<file path="src/rtl/pipe_hazard_gen.sv">
// Pipeline hazard arbiter: merges fetch/load-use/branch/multicycle/dmem/trap
// requests into one stall/clear pattern for every pipeline register pair.
module pipe_hazard_gen #(
  parameter int MC_LAT    = 4,
  parameter int FLUSH_LEN = 2,
  parameter int CNT_W     = 4
) (
  input  logic CLK,
  input  logic RST,
  input  logic IMEM_WAIT,
  input  logic LD_USE_HZD,
  input  logic BR_TAKEN,
  input  logic MC_START,
  input  logic DMEM_WAIT,
  input  logic TRAP_REQ,
  output logic IF_STALL_D,
  output logic ID1_STALL_D,
  output logic ID2_STALL_D,
  output logic ID1_CLEAR_D,
  output logic ID2_CLEAR_D,
  output logic EX1_STALL_D,
  output logic EX2_STALL_D,
  output logic EX1_CLEAR_D,
  output logic EX2_CLEAR_D,
  output logic ME1_STALL_D,
  output logic ME2_STALL_D,
  output logic ME1_CLEAR_D,
  output logic ME2_CLEAR_D,
  output logic WB1_STALL_D,
  output logic WB2_STALL_D,
  output logic WB1_CLEAR_D,
  output logic WB2_CLEAR_D,
  output logic HZD_BUSY
);

  typedef enum logic [1:0] {
    RUN,
    MC_BUSY,
    FLUSH
  } state_t;

  localparam logic [CNT_W-1:0] MC_LOAD = CNT_W'(MC_LAT - 2);
  localparam logic [CNT_W-1:0] FL_LOAD = CNT_W'(FLUSH_LEN - 1);
  localparam logic [CNT_W-1:0] ONE     = CNT_W'(1);

  state_t           state_q, state_d;
  logic [CNT_W-1:0] cnt_q, cnt_d;
  logic             mc_done_q, mc_done_d;

  logic mc_hold;
  logic s_if, s_id, s_ex, s_me;
  logic c_id, c_ex, c_me, c_wb;

  // mc_done blocks a still-asserted MC_START from starting a second op
  assign mc_hold = (state_q == MC_BUSY) ||
                   ((state_q == RUN) && MC_START && !mc_done_q);

  always_comb begin
    s_if = 1'b0;
    s_id = 1'b0;
    s_ex = 1'b0;
    s_me = 1'b0;
    c_id = 1'b0;
    c_ex = 1'b0;
    c_me = 1'b0;
    c_wb = 1'b0;
    if (RST) begin
      s_if = 1'b0;
    end else if (TRAP_REQ) begin
      c_id = 1'b1;
      c_ex = 1'b1;
      c_me = 1'b1;
      c_wb = 1'b1;
    end else if (state_q == FLUSH) begin
      s_if = 1'b1;
      c_id = 1'b1;
    end else if (DMEM_WAIT) begin
      s_if = 1'b1;
      s_id = 1'b1;
      s_ex = 1'b1;
      s_me = 1'b1;
      c_wb = 1'b1;
    end else if (mc_hold) begin
      s_if = 1'b1;
      s_id = 1'b1;
      s_ex = 1'b1;
      c_me = 1'b1;
    end else if (BR_TAKEN) begin
      c_id = 1'b1;
      c_ex = 1'b1;
    end else if (LD_USE_HZD) begin
      s_if = 1'b1;
      s_id = 1'b1;
      c_ex = 1'b1;
    end else if (IMEM_WAIT) begin
      s_if = 1'b1;
      c_id = 1'b1;
    end
  end

  always_comb begin
    state_d   = state_q;
    cnt_d     = cnt_q;
    mc_done_d = mc_done_q;
    if (TRAP_REQ) begin
      state_d   = FLUSH;
      cnt_d     = FL_LOAD;
      mc_done_d = 1'b0;
    end else begin
      case (state_q)
        FLUSH: begin
          if (cnt_q == '0) state_d = RUN;
          else             cnt_d   = cnt_q - ONE;
        end
        MC_BUSY: begin
          // counts through dmem stalls; RUN then holds EX until release
          if (cnt_q == '0) begin
            state_d   = RUN;
            mc_done_d = 1'b1;
          end else begin
            cnt_d = cnt_q - ONE;
          end
        end
        RUN: begin
          if (MC_START && !mc_done_q) begin
            state_d = MC_BUSY;
            cnt_d   = MC_LOAD;
          end else if (!s_ex) begin
            mc_done_d = 1'b0;
          end
        end
        default: state_d = RUN;
      endcase
    end
  end

  always_ff @(posedge CLK) begin
    if (RST) begin
      state_q   <= RUN;
      cnt_q     <= '0;
      mc_done_q <= 1'b0;
    end else begin
      state_q   <= state_d;
      cnt_q     <= cnt_d;
      mc_done_q <= mc_done_d;
    end
  end

  assign IF_STALL_D  = s_if;
  assign ID1_STALL_D = s_id;
  assign ID2_STALL_D = s_id;
  assign ID1_CLEAR_D = c_id;
  assign ID2_CLEAR_D = c_id;
  assign EX1_STALL_D = s_ex;
  assign EX2_STALL_D = s_ex;
  assign EX1_CLEAR_D = c_ex;
  assign EX2_CLEAR_D = c_ex;
  assign ME1_STALL_D = s_me;
  assign ME2_STALL_D = s_me;
  assign ME1_CLEAR_D = c_me;
  assign ME2_CLEAR_D = c_me;
  assign WB1_STALL_D = 1'b0;
  assign WB2_STALL_D = 1'b0;
  assign WB1_CLEAR_D = c_wb;
  assign WB2_CLEAR_D = c_wb;
  assign HZD_BUSY    = !RST && (state_q != RUN);

endmodule

</file>
<file path="config.mk">
export PLATFORM = sky130hd
export DESIGN_NAME = pipe_hazard_gen
export DESIGN_NICKNAME = d
export VERILOG_FILES = /design/src/rtl/pipe_hazard_gen.sv
export SDC_FILE = /design/constraint.sdc
export NUM_CORES = 1
export LEC_CHECK = 0
export BUFFER_PORTS_ARGS = -buffer_cell sky130_fd_sc_hd__buf_2
export CORE_UTILIZATION = 26
export CTS_CLUSTER_SIZE = 14
export DETAILED_ROUTE_END_ITERATION = 16
export PLACE_DENSITY_LB_ADDON = 0.25
export SLEW_MARGIN = 25
export SYNTH_ARGS = -nofsm -noshare
export SYNTH_HDL_FRONTEND = slang
export SYNTH_SLANG_ARGS = --single-unit
</file>
<file path="constraint.sdc">
create_clock -name CLK -period 1.4 [get_ports CLK]
set_input_delay 0 -clock CLK [delete_from_list [all_inputs] [get_ports CLK]]
set_output_delay 0 -clock CLK [all_outputs]
set_load 0.05 [all_outputs]
</file>
==> metrics.md <==
| Metric | Value |
|---|---|
| PwrDens | `784 mW/mm2` |
| Synth Instances | `86` |
| Post-route minimum period | `1.58 ns` |
| Dpl cells | `146` |
| Final total power | `1.01 mW` |
| Root buffer cell | `clkbuf_4` |
| Max Clk Rate | `0.634 GHz` |
| Final period utilization | `1.13` |
| DRT iter0 DRCs | `12` |
| Most common cell after layout, fill and taps aside | `buf_4` |
| Synth unique cells | `36` |
| Commonest non-fill, non-tap cells in the layout | `buf_4, buf_6, buf_2, inv_2, buf_8` |
| Crit path launch type | `register` |
| Max cap viols | `0` |
| Initial Util | `0.274` |
| Status | `complete, but fails checks` |
| HPWL Detailed | `1.52 mm` |
| RSZ-0062 raised after global routing | `yes` |
| Max incr delay on CP | `0.32 ns` |
| Critical path endpoint category | `output port` |
| Mapped cell area | `679 um2` |
| Path length in cells of the critical path | `6` |
| Post-DP Area | `0.00102 mm2` |
| Fraction of layout cells with a size suffix above 1 | `0.667` |
| Initial antenna violation count | `0` |
| Design Area, Final | `0.00129 mm2` |
| Setup_tns | `-1.92 ns` |
| Final Skew | `0.000570 ns` |
| Failing checks | `setup timing` |
| Vias in the first global route | `724` |
| Routed wire length | `2.13 mm` |
| Nets | `140` |
| # H-tree levels | `1` |
| Post-Syn Area per Cell | `7.90 um2` |
| Non-filler cells, final | `156` |
| Worst R2R End | `cnt_q[2]` |
| Width of the die | `53.1 um` |
| Area grow syn2layout | `89.5%` |
| Largest net degree at the start of global routing | `10` |
| Final worst setup slack | `-0.178 ns` |
| Diode count | `0` |
| Crit-path cells | `inv_2 -> ha_4 -> and3b_2 -> nor3_4 -> a211oi_4 -> buf_6` |
| Die height | `53.1 um` |
| Site Rows | `18` |
| Peak supply drop | `0.475 mV` |
| Type of the worst min-delay path | `input pin to register` |
| CP Buf/Inv Count | `2` |
| P_leak | `0.533 nW` |
| DRC viols | `0` |
| 1st-pass router iterations | `4` |
| Hold Vio Cnt, Final | `0` |
| CP required | `1.40 ns` |
| Hold buffer count at cts | `0` |
| Hold_sp | `RST` |
| R2r startpoint | `state_q[1]` |
| WS Path Type | `register to output port` |
| Vias post-DR | `760` |
| CTS tree | `yes` |
| Cell family with most CP delay | `flip-flops` |
| Crit Path Max Fanout | `5` |
| Routed len/inst | `13.6 um` |
| Sink Count | `7` |
| Number of synthesized register bits | `7` |
| CP max stage cell | `dfxtp_2` |
| Final ANT Viol Nets | `0` |
| Port-buffer cells | `23` |
| Reg2Reg Depth | `5` |
| Clock buffers created by TritonCTS | `3` |
| Via/cell ratio | `4.87` |
| Hold Path Stages | `3` |
| Reg-to-reg slack, setup | `-0.16 ns` |
| Total I/O pin count | `26` |
| Core Footprint | `0.00248 mm2` |
| First-pass GRT wire length | `3.32 mm` |
| Final core occ | `0.520` |
| Placer Congestion | `0.757` |
| Clock insertion delay at the later pin of the skew report | `0.27 ns` |
| CTS Buffer Depth | `2` |
| Final setup fails | `17` |
| Worst Hold End | `cnt_q[0]` |
| Total Die Area | `0.00282 mm2` |
| Sequential area share after synthesis | `0.206` |
| Synth warn | `0` |
| Count of pins over their slew limit | `0` |
| Gr ovfl total | `0` |
| Clock transition at path regs | `0.06 ns` |
| GRT Overall Usage | `0.165` |
| CP Data Arrival Time | `1.58 ns` |
## synth_stat cells, drive strengths merged
master / instances / area share
and3: 2 / 0.018
dfxtp: 7 / 0.21
o21ai: 2 / 0.015
buf: 10 / 0.11
nand4bb: 1 / 0.017
a22oi: 1 / 0.011
nand3: 2 / 0.015
o21a: 2 / 0.022
a31oi: 3 / 0.028
or4: 1 / 0.011
inv: 7 / 0.039
o22ai: 1 / 0.0092
nor3: 3 / 0.022
or2: 1 / 0.0092
clkbuf: 2 / 0.011
a21oi: 4 / 0.029
nand4b: 1 / 0.013
and3b: 1 / 0.013
conb: 1 / 0.0055
a21o: 1 / 0.011
a21boi: 1 / 0.011
a211oi: 4 / 0.052
nand2b: 4 / 0.037
mux2i: 1 / 0.015
nor2b: 3 / 0.028
ha: 5 / 0.092
nor2: 6 / 0.033
o211ai: 1 / 0.011
and4bb: 1 / 0.018
o21bai: 2 / 0.022
a2111oi: 1 / 0.022
a311oi: 1 / 0.013
or3b: 1 / 0.013
nand3b: 2 / 0.022
## through the flow
stage,setup slack [ns],hold slack [ns]
CTS,-0.174,0.132
finish,-0.178,0.150
detailed placement,-0.0886,0.413
floorplan,-0.234,0.206
global route,-0.262,0.166
global placement,-0.0553,0.398
## flip-flops by register name (all words and copies together) (netlist names)
signal,count
state_q,2
cnt_q,4
mc_done_q,1
## what timing repair did
action	CTS	global route
gates cloned	0	0
hold endpoints to repair	0	0
setup endpoints to repair	21	22
buffers inserted	5	1
gates resized for setup	44	10
pin swaps	9	9
## worst max path at each step
| stage | start | end | slack, ns |
|---|---|---|---|
| 2_1_floorplan | state_q[0] | ID2_STALL_D | -0.23 |
| 3_3_place_gp | state_q[0] | ID2_CLEAR_D | -0.06 |
| 3_5_place_dp | state_q[0] | cnt_q[3] | -0.09 |
| 4_1_cts | state_q[1] | ID1_STALL_D | -0.17 |
| 5_1_grt | state_q[1] | ID1_STALL_D | -0.26 |
| 6_report | state_q[1] | ID1_STALL_D | -0.18 |
## worst min-delay path, stage by stage
cell and delay, ns:
buf_2 0.09, buf_4 0.21, a311oi_1 0.07
## report_power, final
| part | leakage [nW] | switching [mW] | internal, mW | total [mW] |
|---|---|---|---|---|
| Combinational | 0.460 | 0.321 | 0.267 | 0.588 |
| Clock | 0.0150 | 0.0916 | 0.110 | 0.201 |
| Sequential | 0.0586 | 0.00827 | 0.212 | 0.220 |
## area by class of cell
cell class                      instances  area, um2
Clock buffer                            4       26.3
Fill cell                             239       1190
Inverter                                7       26.3
Multi-Input combinational cell         61        622
Sequential cell                         7        145
Tap cell                               30       37.5
Timing Repair Buffer                   47        430
## kinds of logic after synthesis
kind of cell,Yosys count,synth area share
buffers and inverters,19,0.157
other,1,0.00552
adder cells (fa/ha/maj),5,0.0921
multiplexers,1,0.0147
AND/OR/NAND/NOR,29,0.269
AO/OA/AOI/OAI,24,0.256
flip-flops,7,0.206
## metal layers
layer / track usage / vias up / routed length [um] / part of all wire
li1: - / 378 / - / -
met1: 0.213 / 365 / 988 / 0.46
met2: 0.276 / 15 / 1050 / 0.49
met3: 0.0431 / 2 / 76 / 0.036
met4: 0.0263 / 0 / 13 / 0.0061
met5: 0 / - / 0 / 0
Power figures use the tool's default switching activity.
